`config.mk`:
```
export PLATFORM = sky130hd
export DESIGN_NAME = dmem_arbiter_flat
export DESIGN_NICKNAME = d
export VERILOG_FILES = /design/src/rtl/dmem_arbiter_pkg.sv /design/src/rtl/dmem_arbiter_if.sv /design/src/rtl/dmem_arbiter_sat_counter.sv /design/src/rtl/dmem_arbiter.sv /design/src/flat_wrapper.sv
export SDC_FILE = /design/constraint.sdc
export NUM_CORES = 1
export LEC_CHECK = 0
export BUFFER_PORTS_ARGS = -buffer_cell sky130_fd_sc_hd__buf_2
export CAP_MARGIN = 20
export CORE_AREA = 8 8 92 94
export CTS_BUF_LIST = sky130_fd_sc_hd__clkbuf_2
export DETAILED_ROUTE_END_ITERATION = 10
export DIE_AREA = 0 0 100 102
export PLACE_DENSITY = 0.74
export REMOVE_ABC_BUFFERS = 1
export SLEW_MARGIN = 20
export SYNTH_ARGS = -nofsm -noshare
export SYNTH_HDL_FRONTEND = slang
export SYNTH_SLANG_ARGS = --single-unit
```
`constraint.sdc`:
```
create_clock -name clk_i -period 2 [get_ports clk_i]
set_input_delay 0.3 -clock clk_i [delete_from_list [all_inputs] [get_ports clk_i]]
set_output_delay 0.3 -clock clk_i [all_outputs]
set_load 0.02 [all_outputs]
```
`src/rtl/dmem_arbiter_pkg.sv`:
```
// Shared types for the data-memory port arbiter.
package dmem_arbiter_pkg;

    localparam int unsigned DmAddrW = 9;
    localparam int unsigned DataW   = 32;

    typedef enum logic {ARB_PIPE, ARB_EXT} arb_state_t;

    typedef struct packed {
        logic               rd;
        logic               wr;
        logic [DmAddrW-1:0] addr;
        logic [DataW-1:0]   wdata;
        logic [2:0]         funct3;
    } dmem_req_t;

endpackage

```
`src/rtl/dmem_arbiter_if.sv`:
```
// External requester port (loader / debug) into the data-memory arbiter.
interface dmem_arbiter_if #(
    parameter int unsigned DM_ADDRESS = 9,
    parameter int unsigned DATA_W     = 32
);
    logic                  ext_req;
    logic                  ext_we;
    logic [DM_ADDRESS-1:0] ext_addr;
    logic [DATA_W-1:0]     ext_wdata;
    logic [2:0]            ext_funct3;
    logic                  ext_ack;
    logic [DATA_W-1:0]     ext_rdata;

    modport master (
        output ext_req, ext_we, ext_addr, ext_wdata, ext_funct3,
        input  ext_ack, ext_rdata
    );

    modport slave (
        input  ext_req, ext_we, ext_addr, ext_wdata, ext_funct3,
        output ext_ack, ext_rdata
    );
endinterface

```
`src/rtl/dmem_arbiter_sat_counter.sv`:
```
// Saturating, synchronously clearable up-counter.
module sat_counter #(
    parameter int unsigned W   = 4,
    parameter logic [W-1:0] MAX = '1
) (
    input  logic         clk_i,
    input  logic         reset_i,
    input  logic         clr_i,
    input  logic         inc_i,
    output logic [W-1:0] cnt_o
);
    logic [W-1:0] cnt_q, cnt_d;

    always_comb begin
        cnt_d = cnt_q;
        if (clr_i) begin
            cnt_d = '0;
        end else if (inc_i && (cnt_q != MAX)) begin
            cnt_d = cnt_q + 1'b1;
        end
    end

    always_ff @(posedge clk_i) begin
        if (reset_i) begin
            cnt_q <= '0;
        end else begin
            cnt_q <= cnt_d;
        end
    end

    assign cnt_o = cnt_q;
endmodule

```
`src/rtl/dmem_arbiter.sv`:
```
// Shares the data-memory port between the MEM stage (priority) and an external requester,
// with a starvation bound on the external side and a saturating stall counter.
module dmem_arbiter
    import dmem_arbiter_pkg::*;
#(
    parameter int unsigned DM_ADDRESS = DmAddrW,
    parameter int unsigned DATA_W     = DataW,
    parameter int unsigned MAX_WAIT   = 4,
    parameter int unsigned CNT_W      = 16
) (
    input  logic                  clk_i,
    input  logic                  reset_i,
    input  logic                  pipe_rd_i,
    input  logic                  pipe_wr_i,
    input  logic [DM_ADDRESS-1:0] pipe_addr_i,
    input  logic [DATA_W-1:0]     pipe_wdata_i,
    input  logic [2:0]            pipe_funct3_i,
    output logic [DATA_W-1:0]     pipe_rdata_o,
    output logic                  pipe_stall_o,
    input  logic                  halted_i,
    dmem_arbiter_if.slave         ext_if,
    output logic                  mem_rd_o,
    output logic                  mem_wr_o,
    output logic [DM_ADDRESS-1:0] mem_addr_o,
    output logic [DATA_W-1:0]     mem_wdata_o,
    output logic [2:0]            mem_funct3_o,
    input  logic [DATA_W-1:0]     mem_rdata_i,
    output logic [CNT_W-1:0]      stall_cnt_o
);
    localparam logic [3:0] MaxWait = 4'(MAX_WAIT);

    arb_state_t state_q, state_d;
    logic [3:0] wait_cnt;
    logic       pipe_req, ext_grant, ext_go, in_ext;
    logic       wait_clr, wait_inc;
    dmem_req_t  pipe_side, ext_side, mem_req;

    assign pipe_req  = pipe_rd_i | pipe_wr_i;
    assign in_ext    = (state_q == ARB_EXT);
    assign ext_grant = ext_if.ext_req & (~pipe_req | halted_i | (wait_cnt == MaxWait));
    // A reset landing in the grant cycle abandons the access: no strobe, no ack.
    assign ext_go    = in_ext & ext_if.ext_req & ~reset_i;

    always_comb begin
        state_d  = ARB_PIPE;
        wait_clr = 1'b1;
        wait_inc = 1'b0;
        if (!in_ext) begin
            if (ext_grant) begin
                state_d = ARB_EXT;
            end else if (ext_if.ext_req) begin
                wait_clr = 1'b0;
                wait_inc = 1'b1;
            end
        end
    end

    always_ff @(posedge clk_i) begin
        if (reset_i) begin
            state_q <= ARB_PIPE;
        end else begin
            state_q <= state_d;
        end
    end

    sat_counter #(
        .W   (4),
        .MAX (MaxWait)
    ) u_wait_cnt (
        .clk_i   (clk_i),
        .reset_i (reset_i),
        .clr_i   (wait_clr),
        .inc_i   (wait_inc),
        .cnt_o   (wait_cnt)
    );

    sat_counter #(
        .W   (CNT_W),
        .MAX ('1)
    ) u_stall_cnt (
        .clk_i   (clk_i),
        .reset_i (reset_i),
        .clr_i   (1'b0),
        .inc_i   (pipe_stall_o),
        .cnt_o   (stall_cnt_o)
    );

    always_comb begin
        pipe_side = '{rd: pipe_rd_i, wr: pipe_wr_i, addr: pipe_addr_i,
                      wdata: pipe_wdata_i, funct3: pipe_funct3_i};
        ext_side  = '{rd: ext_go & ~ext_if.ext_we, wr: ext_go & ext_if.ext_we,
                      addr: ext_if.ext_addr, wdata: ext_if.ext_wdata,
                      funct3: ext_if.ext_funct3};
        mem_req   = in_ext ? ext_side : pipe_side;
    end

    assign mem_rd_o     = mem_req.rd;
    assign mem_wr_o     = mem_req.wr;
    assign mem_addr_o   = mem_req.addr;
    assign mem_wdata_o  = mem_req.wdata;
    assign mem_funct3_o = mem_req.funct3;

    assign pipe_rdata_o = in_ext ? '0 : mem_rdata_i;
    // The MEM stage is frozen while the port is lent out, so a held store is re-presented.
    assign pipe_stall_o = in_ext & pipe_req & ~halted_i & ~reset_i;

    assign ext_if.ext_ack   = ext_go;
    assign ext_if.ext_rdata = ext_go ? mem_rdata_i : '0;
endmodule

```
`src/flat_wrapper.sv`:
```
// flat-port wrapper written by rule: the top's interface ports become plain ports
module dmem_arbiter_flat import dmem_arbiter_pkg::*;
#(
    parameter int unsigned DM_ADDRESS = DmAddrW,
    parameter int unsigned DATA_W     = DataW,
    parameter int unsigned MAX_WAIT   = 4,
    parameter int unsigned CNT_W      = 16
)
  (clk_i, reset_i, pipe_rd_i, pipe_wr_i, pipe_addr_i, pipe_wdata_i, pipe_funct3_i, pipe_rdata_o, pipe_stall_o, halted_i, mem_rd_o, mem_wr_o, mem_addr_o, mem_wdata_o, mem_funct3_o, mem_rdata_i, stall_cnt_o, ext_if_ext_req, ext_if_ext_we, ext_if_ext_addr, ext_if_ext_wdata, ext_if_ext_funct3, ext_if_ext_ack, ext_if_ext_rdata);
  dmem_arbiter_if #(.DM_ADDRESS(DM_ADDRESS), .DATA_W(DATA_W)) ext_if_i ();
  input  logic clk_i;
  input  logic reset_i;
  input  logic pipe_rd_i;
  input  logic pipe_wr_i;
  input  logic [DM_ADDRESS-1:0] pipe_addr_i;
  input  logic [DATA_W-1:0] pipe_wdata_i;
  input  logic [2:0] pipe_funct3_i;
  output logic [DATA_W-1:0] pipe_rdata_o;
  output logic pipe_stall_o;
  input  logic halted_i;
  output logic mem_rd_o;
  output logic mem_wr_o;
  output logic [DM_ADDRESS-1:0] mem_addr_o;
  output logic [DATA_W-1:0] mem_wdata_o;
  output logic [2:0] mem_funct3_o;
  input  logic [DATA_W-1:0] mem_rdata_i;
  output logic [CNT_W-1:0] stall_cnt_o;
  input wire logic [$bits(ext_if_i.ext_req)-1:0] ext_if_ext_req;
  input wire logic [$bits(ext_if_i.ext_we)-1:0] ext_if_ext_we;
  input wire logic [$bits(ext_if_i.ext_addr)-1:0] ext_if_ext_addr;
  input wire logic [$bits(ext_if_i.ext_wdata)-1:0] ext_if_ext_wdata;
  input wire logic [$bits(ext_if_i.ext_funct3)-1:0] ext_if_ext_funct3;
  output wire logic [$bits(ext_if_i.ext_ack)-1:0] ext_if_ext_ack;
  output wire logic [$bits(ext_if_i.ext_rdata)-1:0] ext_if_ext_rdata;
  assign ext_if_i.ext_req = ext_if_ext_req;
  assign ext_if_i.ext_we = ext_if_ext_we;
  assign ext_if_i.ext_addr = ext_if_ext_addr;
  assign ext_if_i.ext_wdata = ext_if_ext_wdata;
  assign ext_if_i.ext_funct3 = ext_if_ext_funct3;
  assign ext_if_ext_ack = ext_if_i.ext_ack;
  assign ext_if_ext_rdata = ext_if_i.ext_rdata;
  dmem_arbiter #(.DM_ADDRESS(DM_ADDRESS), .DATA_W(DATA_W), .MAX_WAIT(MAX_WAIT), .CNT_W(CNT_W)) u_core (.clk_i(clk_i), .reset_i(reset_i), .pipe_rd_i(pipe_rd_i), .pipe_wr_i(pipe_wr_i), .pipe_addr_i(pipe_addr_i), .pipe_wdata_i(pipe_wdata_i), .pipe_funct3_i(pipe_funct3_i), .pipe_rdata_o(pipe_rdata_o), .pipe_stall_o(pipe_stall_o), .halted_i(halted_i), .ext_if(ext_if_i), .mem_rd_o(mem_rd_o), .mem_wr_o(mem_wr_o), .mem_addr_o(mem_addr_o), .mem_wdata_o(mem_wdata_o), .mem_funct3_o(mem_funct3_o), .mem_rdata_i(mem_rdata_i), .stall_cnt_o(stall_cnt_o));
endmodule
```
==> summary.txt, run 1 <==
Status
  – Outcome: finished, final reports clean

Floorplan
  – IO Count: around 260
  – Die Wd: about 100 um
  – Core area: just over 7000 um^2
  – Die height: roughly 100 um
  – Total Die Area: approximately 10000 um^2
  – Starting Density: 0.289
  – Site Rows: 31

Synthesis
  – Synth cell types: 38
  – Synth top area share: 0.243
  – EDFF count, synth: 0
  – Async S/R FF share, synth: 0
  – Count leader, synth: mux2_1
  – #FFs+latches synth: 21
  – YS warnings: 0
  – Top area cells in the synthesized netlist: mux2_1, dfxtp_1, and2_1, nor2b_1, nor2_1
  – Register area share after synthesis: 0.206
  – Synthesized area: just over 2000 um^2
  – Synth Instances: 247
  – Largest area contributor in the netlist: mux2_1
  – Syn avg cell area: slightly above 8 um^2
  – Top FF cell, synth: dfxtp_1
  – Synth top cells by count: mux2_1, and2_1, nor2b_1

STA
  – Final setup margin: ~0.093 ns
  – Setup violators final: 0
  – Layout Skew: between 0.007 and 0.008 ns
  – Final hold violation count: 0
  – Slew HR: 0.658
  – RSZ-0062 raised after global routing: no
  – Hold slack: ~0.32 ns
  – Setup TNS: 0 ns
  – Actual slew at the worst max-slew pin: 0.509 ns
  – Post-route minimum period: about 1.9 ns
  – Fmax: 0.524 GHz
  – Final Cycle Share: 0.953
  – Final Max Slew Viols: 0

Placement
  – Final HPWL DP: about 12000 um
  – Placed insts: ~590
  – Port buffer count: 254
  – DP Worst Slack: ~0.20 ns
  – Final Wtd Congestion: around 0.99
  – Placed Area: between 3000 and 4000 um^2

Routing
  – 1st-iter DRT viols: 66
  – Via count: 2800
  – Vias/cell: around 4.7
  – Drt pass-1 iters: 4
  – Routed wire per std cell: about 22 um
  – Drt drc: 0
  – Final wirelength: 13100 um
  – ANT nets after route: 0

Finish
  – Fill cell count: ~700
  – Final nets: approximately 630
  – Final Instance Count excl. Fillers: roughly 600
  – Final instance area: ~3500 um^2
  – Storage cell area: around 420 um^2
  – Multi-input logic area: 1500 um^2
  – Area growth, synth to finish: 70.7%
  – Share of cells above drive strength 1: 0.555

Global route
  – Largest net degree at the start of global routing: 58
  – GR Util met2: 0.355
  – Global-route wire length before repair: 18300 um
  – Vias in the first global route: between 2000 and 3000
  – GR peak layer: met2
  – Antenna violations before repair: 21
  – Met3 global-route usage: 0.239
  – Grt ovf: 0
  – Overall Global Routing Usage: 0.246
  – Grt met1 use: 0.247

Hold path
  – Hold Path Origin: reset_i
  – Hold endpoint: u_core.in_ext
  – Hold Path Class: in2reg
  – Hold depth: 3

Pwr
  – Pwr Density: 350 nW/um^2
  – Leak: 1.90 nW
  – VDD IR max: approximately 0.00029 V

CTS
  – Clk slew on worst S/H paths: ~0.18 ns
  – Clk Latency, worst-skew pair: about 0.32 ns
  – CTS tree: yes
  – Clock sink count: 21
  – CTS Root Cell: clkbuf_2
  – H-Tree Depth: 1
  – Clock buffer depth: 2
  – CTS Buf Count: 3

Worst setup path
  – CP Data Required Time: approximately 1.7 ns
  – Crit path max fanout: 57
  – Number of cells on the worst reg-to-reg path: 6
  – Worst setup SP type: register
  – Worst r2r src: u_core.u_stall_cnt.cnt_o[1]
  – R2R setup slack: roughly 0.18 ns
  – Crit path DAT: between 1.5 and 2 ns
  – Critical path type: reg2out
  – R2R Path End: u_core.u_stall_cnt.cnt_o[1]
  – Crit path capture type: primary output

Run
  – Max-Cap Viols: 0
stage by stage:
step | utilization | power [mW]
after floorplan | - | 0.735
after global placement | 0.487 | 1.04
after detailed placement | 0.487 | 1.05
after CTS | 0.490 | 1.23
after global routing | 0.493 | 1.30
final | 0.493 | 1.22
cell families (layout without fill, tap and decap cells):
group	count (synthesis)	in the layout	share of synthesized area
buf+inv	27	277	0.0559
mux	45	45	0.248
compound gates	11	11	0.0424
fa+ha+maj	3	3	0.0184
other cells	0	3	0
flops	21	21	0.206
xor+xnor	13	13	0.0559
simple gates	127	127	0.373
what timing repair did:
item                       CTS  global route
setup endpoints to repair    0             9
hold buffers                 0             0
gates resized for setup      0             3
buffers inserted             0             0
power by group:
part | switching [mW] | internal [mW]
logic | 0.364 | 0.253
clock network | 0.124 | 0.0530
registers | 0.00352 | 0.421
total | 0.492 | 0.727
layer usage:
layer | wire length (um) | share of wire
met1 | 4800 | 0.37
met2 | 5170 | 0.39
met3 | 2670 | 0.20
met4 | 242 | 0.018
met5 | 229 | 0.017
cell type report:
class,count,area share
Tap cell,99,0.0356
Multi-Input combinational cell,199,0.432
Inverter,10,0.0108
Timing Repair Buffer,263,0.392
Antenna cell,3,0.00216
Sequential cell,21,0.122
Clock buffer,4,0.00575
flip-flops by register name (all words and copies together), names as in the netlist:
register and cells:
u_core.u_stall_cnt.cnt_o 16, u_core.u_wait_cnt.cnt_o 4, u_core.in_ext 1
worst max-delay path by stage:
| stage | startpoint | endpoint | slack, ns | cells past startpoint |
|---|---|---|---|---|
| floorplan | u_core.in_ext | mem_rd_o | -1.45 | 3 |
| global placement | u_core.u_stall_cnt.cnt_o[0] | u_core.u_stall_cnt.cnt_o[1] | 0.23 | 6 |
| detailed placement | u_core.u_stall_cnt.cnt_o[1] | u_core.u_stall_cnt.cnt_o[1] | 0.20 | 6 |
| CTS | u_core.in_ext | mem_wdata_o[6] | 0.06 | 3 |
| global route | u_core.in_ext | mem_wdata_o[6] | 0.004 | 3 |
| finish | u_core.in_ext | mem_wdata_o[11] | 0.09 | 3 |
worst max-delay path, stage by stage, from the launching register on:
cell	delay, ns
dfxtp_4	0.43
buf_16	0.25
mux2_1	0.40
buf_2	0.18
layout by cell type, fill, tap and decap left out, drive strengths merged, types with 2 or more instances in the layout:
cell type  count
buf          263
mux2          44
and2          34
nor2b         33
nor2          21
dfxtp         21
inv           10
nand4         10
nand2          8
xor2           8
xnor2          5
nand3          4
nor3           4
clkbuf         4
diode          3
and3           3
ha             3
o21ai          2
a311oi         2
a31oi          2
nor4           2
o211ai         2
No activity file was read; power rests on OpenSTA's default activity.
==> run 2: changes to the inputs <==
Settings changed: ABC_AREA set to 1, CORE_AREA 8 8 92 94 to 8 8 93 95, DIE_AREA 0 0 100 102 to 0 0 101 103, PLACE_DENSITY 0.74 to 0.75.
==> run 2 against run 1 <==
Non-clock buffer count fell by 6. Clock-buffer cell count did not move. Worst setup slack better by 0.047 ns. Sequential share of layout area down 0.36 points. Via count grew 27%. Largest power group unchanged.
==> summary.txt, run 2 <==
CTS
  – CTS Root Cell: clkbuf_2
  – CTS Buf Count: 3 (unchanged)
  – Clock sink count: 21 (unchanged)
  – Clock buffer depth: 2 (unchanged)
  – Clk slew on worst S/H paths: 0.19 ns (about the same)
  – Clk Latency, worst-skew pair: 0.32 ns (about the same)
  – H-Tree Depth: 1 (unchanged)
  – CTS tree: yes

Finish
  – Max reg flops: 16 (unchanged)
  – Most frequent cells in the layout: buf_2, nand2_1, nor2_1, inv_1, dfxtp_1
  – Final nets: 821 (+31%)
  – Commonest non-fill, non-tap cell in the layout: buf_2
  – Area growth, synth to finish: 63.6%
  – Final Instance Count excl. Fillers: 790 (+32%)
  – Share of cells above drive strength 1: 0.399 (-0.157)

Worst setup path
  – Slowest stage delay, CP: 0.41 ns (-0.02 ns)
  – Crit path DAT: 1.56 ns (-0.05 ns)
  – Critical Path Start: u_core.in_ext
  – Crit path max fanout: 79 (+39%)
  – Slowest cell on the critical path: clkbuf_8
  – R2R Path End: u_core.u_stall_cnt.cnt_o[5]
  – Crit path capture type: primary output
  – Worst setup SP type: register
  – R2R setup slack: 0.35 ns (+0.17 ns)
  – Worst path bufs/invs: 2 (unchanged)
  – CP cell instances: clkbuf_8 -> nand2_1 -> nand2_1 -> buf_2
  – Delay-heaviest family, CP: buffers and inverters
  – Worst r2r src: u_core.u_stall_cnt.cnt_o[0]
  – Crit-path most repeated cell: nand2_1
  – Number of cells on the worst reg-to-reg path: 9 (+3)
  – Cell count along the critical path: 4 (+1)
  – CP Data Required Time: 1.70 ns (about the same)
  – Critical path type: reg2out

Synthesis
  – Synth top area share: 0.322 (+0.0791)
  – Largest area contributor in the netlist: nand2_1
  – Count leader, synth: nand2_1
  – #FFs+latches synth: 21 (unchanged)
  – Synth cell types: 25 (-34%)
  – Synth top cells by count: nand2_1, nor2_1, inv_1
  – EDFF count, synth: 0 (unchanged)
  – Synth Instances: 447 (+81%)
  – Syn avg cell area: 4.87 um^2 (-41%)
  – Register area share after synthesis: 0.193 (-0.0133)
  – Synthesized area: 2180 um^2 (+6.9%)
  – YS warnings: 0 (unchanged)
  – Top FF cell, synth: dfxtp_1
  – Async S/R FF share, synth: 0 (unchanged)
  – Top area cells in the synthesized netlist: nand2_1, dfxtp_1, nor2_1, inv_1, nand3_1

Global route
  – Largest net degree at the start of global routing: 80 (+38%)
  – Grt ovf: 0 (unchanged)
  – Global-route wire length before repair: 17500 um (-4.8%)
  – Overall Global Routing Usage: 0.211 (-0.0345)
  – Antenna violations before repair: 9 (-57%)
  – Vias in the first global route: 3370 (+19%)

Floorplan
  – Site Rows: 31 (unchanged)
  – IO Count: 255 (unchanged)
  – Total Die Area: 10400 um^2 (+2.0%)
  – Starting Density: 0.305 (+0.0165)
  – Core area: 7140 um^2 (+1.1%)
  – Die Wd: 101 um (+1.0%)
  – Die height: 103 um (+0.98%)

Hold path
  – Hold Path Class: in2reg
  – Hold endpoint: u_core.u_stall_cnt.cnt_o[11]
  – Hold depth: 2 (-1)
  – Hold Path Origin: reset_i

STA
  – Slew HR: 0.685 (+0.0266)
  – Layout Skew: 0.00559 ns (-0.00209 ns)
  – Final Cycle Share: 0.930 (-0.0237)
  – Actual slew at the worst max-slew pin: 0.473 ns (-0.0356 ns)
  – Fmax: 0.538 GHz (+2.5%)
  – Setup violators final: 0 (unchanged)
  – Final Max Slew Viols: 0 (unchanged)
  – Final setup margin: 0.140 ns (+0.0473 ns)
  – RSZ-0062 raised after global routing: no
  – Hold slack: 0.229 ns (-0.0891 ns)
  – Final hold violation count: 0 (unchanged)
  – Post-route minimum period: 1.86 ns (-0.0473 ns)

Status
  – Outcome: finished, final reports clean

Placement
  – Final HPWL DP: 10200 um (-13%)
  – Placed insts: 784 (+32%)
  – DP Worst Slack: 0.258 ns (+0.0599 ns)
  – Port buffer count: 254 (unchanged)
  – Final Wtd Congestion: 0.940 (-5.1%)

Routing
  – Final wirelength: 12000 um (-8.7%)
  – Vias/cell: 4.50 (-3.7%)
  – 1st-iter DRT viols: 131 (+98%)
  – Routed wire per std cell: 15.1 um (-31%)
  – Via count: 3555 (+27%)
  – Drt drc: 0 (unchanged)
  – ANT nets after route: 0 (unchanged)
  – Drt pass-1 iters: 5 (+1)

Pwr
  – VDD IR max: 0.000301 V (+4.1%)
  – Overall power: 1.24 mW (+1.9%)
  – Pwr Density: 348 nW/um^2 (-0.52%)
  – Leak: 2.30 nW (+21%)

Run
  – Max-Cap Viols: 0 (unchanged)
[run 2: cell families (layout without fill, tap and decap cells)]
kind of cell,Yosys count,count (layout),share of synthesized area
buf+inv,76,319,0.136
flops,21,21,0.193
fa+ha+maj,3,3,0.0172
xor+xnor,3,3,0.0121
simple gates,327,327,0.601
other cells,0,1,0
compound gates,17,17,0.0402
[run 2: how the worst max path moves through the flow]
stage	to	slack [ns]
5_1_grt	mem_wdata_o[1]	0.02
4_1_cts	mem_rd_o	0.02
2_1_floorplan	mem_rd_o	-1.46
6_report	mem_wdata_o[25]	0.14
3_5_place_dp	u_core.u_stall_cnt.cnt_o[7]	0.26
3_3_place_gp	u_core.u_stall_cnt.cnt_o[14]	0.32
[run 2: repair_timing]
item                                    in CTS  in global routing
gates cloned                                 0                  0
endpoints found under the setup margin      47                 41
gates resized for setup                      1                  6
buffers inserted                             0                  1
pin swaps                                    0                  1
hold buffers                                 0                  0
[run 2: metrics by stage]
stage                util  area, um^2  setup TNS [ns]
global route        0.499        3560               0
CTS                 0.496        3540               0
finish              0.499        3560               0
detailed placement  0.492        3510               0
floorplan               -        2100          -96.74
global placement    0.492        3510               0
[run 2: layout make-up]
| class | count | area (um^2) |
|---|---|---|
| antenna | 1 | 2.50 |
| clock buffer | 4 | 20.0 |
| fill | 815 | 3570 |
| inverter | 58 | 225 |
| multi-input combinational | 350 | 1470 |
| sequential | 21 | 422 |
| tap | 99 | 124 |
| timing repair buffer | 257 | 1300 |
[run 2: where the power goes]
group / switching, mW / leakage [nW] / internal [mW]
sequential: 0.00301 / 0.170 / 0.422
combinational: 0.403 / 2.12 / 0.231
clock: 0.129 / 0.0166 / 0.0529
[run 2: routing by layer]
metal	global-route usage	up-vias	part of all wire	wire length, um
li1	-	1814	-	-
met1	0.234	1516	0.37	4480
met2	0.358	176	0.47	5580
met3	0.0979	33	0.13	1540
met4	0.0561	16	0.021	249
met5	0	-	0.0090	108
==> run 3: changes to the inputs <==
Settings changed: CORE_AREA 8 8 93 95 to unset, CORE_ASPECT_RATIO set to 0.8, CORE_MARGIN set to 8, CORE_UTILIZATION set to 36, DIE_AREA 0 0 101 103 to unset, PLACE_DENSITY 0.75 to 0.83, SYNTH_HIERARCHICAL set to 1.
==> run 3 against run 2 <==
Clock-buffer cell count fell by 1. Register-to-register slack worse by 0.03 ns. Routed wire length increased by 3.9%. Design area increased by 2.5%. Total power grew 1.7%. Area after synthesis increased by 7.9%. Largest cell class unchanged.
==> summary.txt, run 3 <==
Worst setup path
  – Crit path capture type: primary output
  – Slowest stage delay, CP: 0.45 ns (+0.04 ns)
  – Crit path DAT: 1.60 ns (+0.04 ns)
  – CP cell instances: buf_8 -> nand2_1 -> nand2_1 -> buf_2
  – CP Data Required Time: 1.70 ns (about the same)
  – Crit-path most repeated cell: nand2_1
  – Number of cells on the worst reg-to-reg path: 9 (unchanged)
  – R2R setup slack: 0.32 ns (-0.03 ns)
  – Slowest cell on the critical path: dfxtp_4
  – Crit path max fanout: 76 (-3.8%)
  – R2R Path End: u_core/u_stall_cnt/cnt_o[10]
  – Worst setup SP type: register
  – Worst r2r src: u_core/in_ext
  – Critical path type: reg2out
  – Critical Path Start: u_core/in_ext

Hold path
  – Hold endpoint: u_core/in_ext
  – Hold Path Origin: ext_if_ext_req
  – Hold depth: 3 (+1)
  – Hold Path Class: in2reg

CTS
  – CTS Root Cell: clkbuf_2
  – Clock sink count: 21 (unchanged)
  – CTS Buf Count: 3 (unchanged)
  – H-Tree Depth: 1 (unchanged)
  – CTS tree: yes
  – Clk Latency, worst-skew pair: 0.36 ns (+0.04 ns)
  – Clk slew on worst S/H paths: 0.23 ns (+0.04 ns)
  – Postcts setup bufs: 0 (unchanged)
  – Clock buffer depth: 2 (unchanged)

STA
  – Final Max Slew Viols: 0 (unchanged)
  – Post-route minimum period: 1.90 ns (+0.0411 ns)
  – Final hold violation count: 0 (unchanged)
  – Final setup margin: 0.0993 ns (-0.0411 ns)
  – Layout Skew: 0.0110 ns (+0.00538 ns)
  – Final Cycle Share: 0.950 (+0.0205)
  – RSZ-0062 raised after global routing: yes
  – Setup violators final: 0 (unchanged)
  – Fmax: 0.526 GHz (-2.2%)
  – Setup TNS: 0 ns (unchanged)

Global route
  – Grt ovf: 0 (unchanged)
  – Overall Global Routing Usage: 0.247 (+0.0354)
  – Antenna violations before repair: 3 (-6)
  – Vias in the first global route: 3598 (+6.8%)
  – Global-route wire length before repair: 18600 um (+6.5%)
  – Largest net degree at the start of global routing: 77 (-3.8%)

Synthesis
  – Synth top cells by count: nand2_1, nor2_1, inv_1
  – Count leader, synth: nand2_1
  – Top area cells in the synthesized netlist: nand2_1, dfxtp_1, nor2_1, inv_1, buf_6
  – Largest family of logic cells by synthesized area: simple AND/OR/NAND/NOR gates
  – Largest area contributor in the netlist: nand2_1
  – XOR/XNOR Fraction of Synth Area: 0 (-0.0121)
  – Async S/R FF share, synth: 0 (unchanged)
  – Synth cell types: 28 (+12%)
  – Register area share after synthesis: 0.179 (-0.0141)
  – Area fraction in compound gates after synthesis: 0.0304 (-0.00986)
  – Post-synthesis adder-cell area fraction: 0.0160 (-0.00126)
  – Post-synthesis simple-gate area fraction: 0.620 (+0.0190)
  – Synthesized area: 2350 um^2 (+7.9%)
  – Top FF cell, synth: dfxtp_1
  – Synth Instances: 456 (+2.0%)
  – Syn avg cell area: 5.15 um^2 (+5.7%)
  – YS warnings: 6 (+6)
  – EDFF count, synth: 0 (unchanged)
  – #FFs+latches synth: 21 (unchanged)
  – Synth top area share: 0.297 (-0.0251)
  – Multiplexer area fraction after synthesis: 0 (unchanged)

Floorplan
  – Die height: 88.3 um (-14%)
  – Site Rows: 26 (-16%)
  – Die Wd: 106 um (+5.3%)
  – Total Die Area: 9380 um^2 (-9.8%)
  – Starting Density: 0.370 (+0.0652)
  – Core area: 6340 um^2 (-11%)
  – IO Count: 255 (unchanged)

Finish
  – Area growth, synth to finish: 55.4%
  – Max reg flops: 16 (unchanged)
  – Share of cells above drive strength 1: 0.413 (+0.0141)
  – Commonest non-fill, non-tap cell in the layout: buf_2
  – Most frequent cells in the layout: buf_2, nand2_1, nor2_1, inv_1, dfxtp_1
  – Final instance area: 3650 um^2 (+2.5%)
  – Fill cell count: 647 (-21%)
  – Final nets: 829 (+0.97%)

Pwr
  – Seq pwr share: 0.336 (-0.006)
  – Clock share of power: 0.155 (+0.008)
  – Sw Pwr: 0.562 mW (+4.9%)
  – Gate power share: 0.509 (-0.002)
  – VDD IR max: 0.000156 V (-48%)
  – Switching portion of total power: 0.445 (+0.0135)
  – Pwr Density: 346 nW/um^2 (-0.72%)
  – Int Power: 0.701 mW (-0.68%)
  – Overall power: 1.26 mW (+1.7%)
  – Leak: 2.37 nW (+2.9%)

Placement
  – DP Worst Slack: 0.196 ns (-0.0623 ns)
  – Port buffer count: 254 (unchanged)
  – Final Wtd Congestion: 0.974 (+3.6%)
  – Placed Area: 3610 um^2 (+2.8%)
  – Final HPWL DP: 10700 um (+4.2%)

Run
  – Max-Cap Viols: 0 (unchanged)

Routing
  – Vias/cell: 4.54 (+0.98%)
  – Drt drc: 0 (unchanged)
  – Drt pass-1 iters: 5 (unchanged)
  – ANT nets after route: 0 (unchanged)
  – Routed wire per std cell: 15.8 um (+4.6%)
  – 1st-iter DRT viols: 239 (+82%)
  – Via count: 3567 (+0.34%)
  – Final wirelength: 12400 um (+3.9%)

Status
  – Outcome: finished, final reports clean
run 3: changes by cell type after synthesis, sizes merged, moves of 2 or more:
| cell | delta |
|---|---|
| nor2 | +11 |
| clkbuf | -13 |
| buf | +14 |
| o21ai | +2 |
| xor2 | -2 |
| nand3b | +2 |
| a21oi | -4 |
| nand4 | -2 |
| nand2 | +2 |
run 3: metrics by stage:
step | std cells | hold WS, ns | utilization
after global placement | 778 | 0.508 | 0.569
after detailed placement | 778 | 0.527 | 0.569
after floorplan | 437 | 0.442 | -
after global routing | 785 | 0.172 | 0.576
after CTS | 782 | 0.181 | 0.573
final | 785 | 0.189 | 0.576
run 3: worst max-delay path by stage:
stage | to | slack (ns) | depth (start not counted)
final | mem_wdata_o[4] | 0.1 | 4
after global routing | mem_wdata_o[4] | -0.03 | 4
after CTS | mem_wdata_o[17] | 0.03 | 4
after detailed placement | u_core/u_stall_cnt/cnt_o[10] | 0.20 | 11
after global placement | u_core/u_stall_cnt/cnt_o[14] | 0.30 | 11
after floorplan | u_core/u_stall_cnt/cnt_o[14] | -1.31 | 9
run 3: repair_timing:
item                       4_1_cts  5_1_grt
resized for setup                1        6
setup endpoints to repair       76       71
hold buffers                     0        0
pin swaps                        0        1
hold endpoints to repair         0        0
run 3: power groups by stage:
stage	sequential [mW]	clock, mW	combinational [mW]
6_report	0.424	0.196	0.642
2_1_floorplan	0.446	0	0.324
3_3_place_gp	0.432	0	0.635
3_5_place_dp	0.433	0	0.643
5_1_grt	0.425	0.224	0.694
4_1_cts	0.425	0.202	0.645
run 3: kinds of logic after synthesis:
logic type	after synthesis
simple gates	340
other cells	1
flops	21
compound gates	14
fa+ha+maj	3
buf+inv	77
run 3: layer usage:
| layer | GRT usage | part of all wire | up-vias |
|---|---|---|---|
| met4 | 0.0599 | 0.014 | 0 |
| met1 | 0.250 | 0.37 | 1565 |
| met2 | 0.497 | 0.54 | 156 |
| met3 | 0.0604 | 0.077 | 14 |
| met5 | 0 | 0 | - |
| li1 | - | - | 1832 |
run 3: critical path: cells and delay by family (launching register included):
family / cells / cell delay, ns
buf+inv: 2 / 0.53
flops: 1 / 0.45
simple gates: 2 / 0.21
run 3: cell type report:
type | count | area, um^2 | share of cell area
antenna | 3 | 7.51 | 0.00206
inverter | 58 | 220 | 0.0603
timing repair buffer | 257 | 1300 | 0.357
tap | 84 | 105 | 0.0288
clock inverter | 1 | 5.00 | 0.00137
clock buffer | 3 | 15.0 | 0.00411
multi-input combinational | 358 | 1570 | 0.430
sequential | 21 | 424 | 0.116
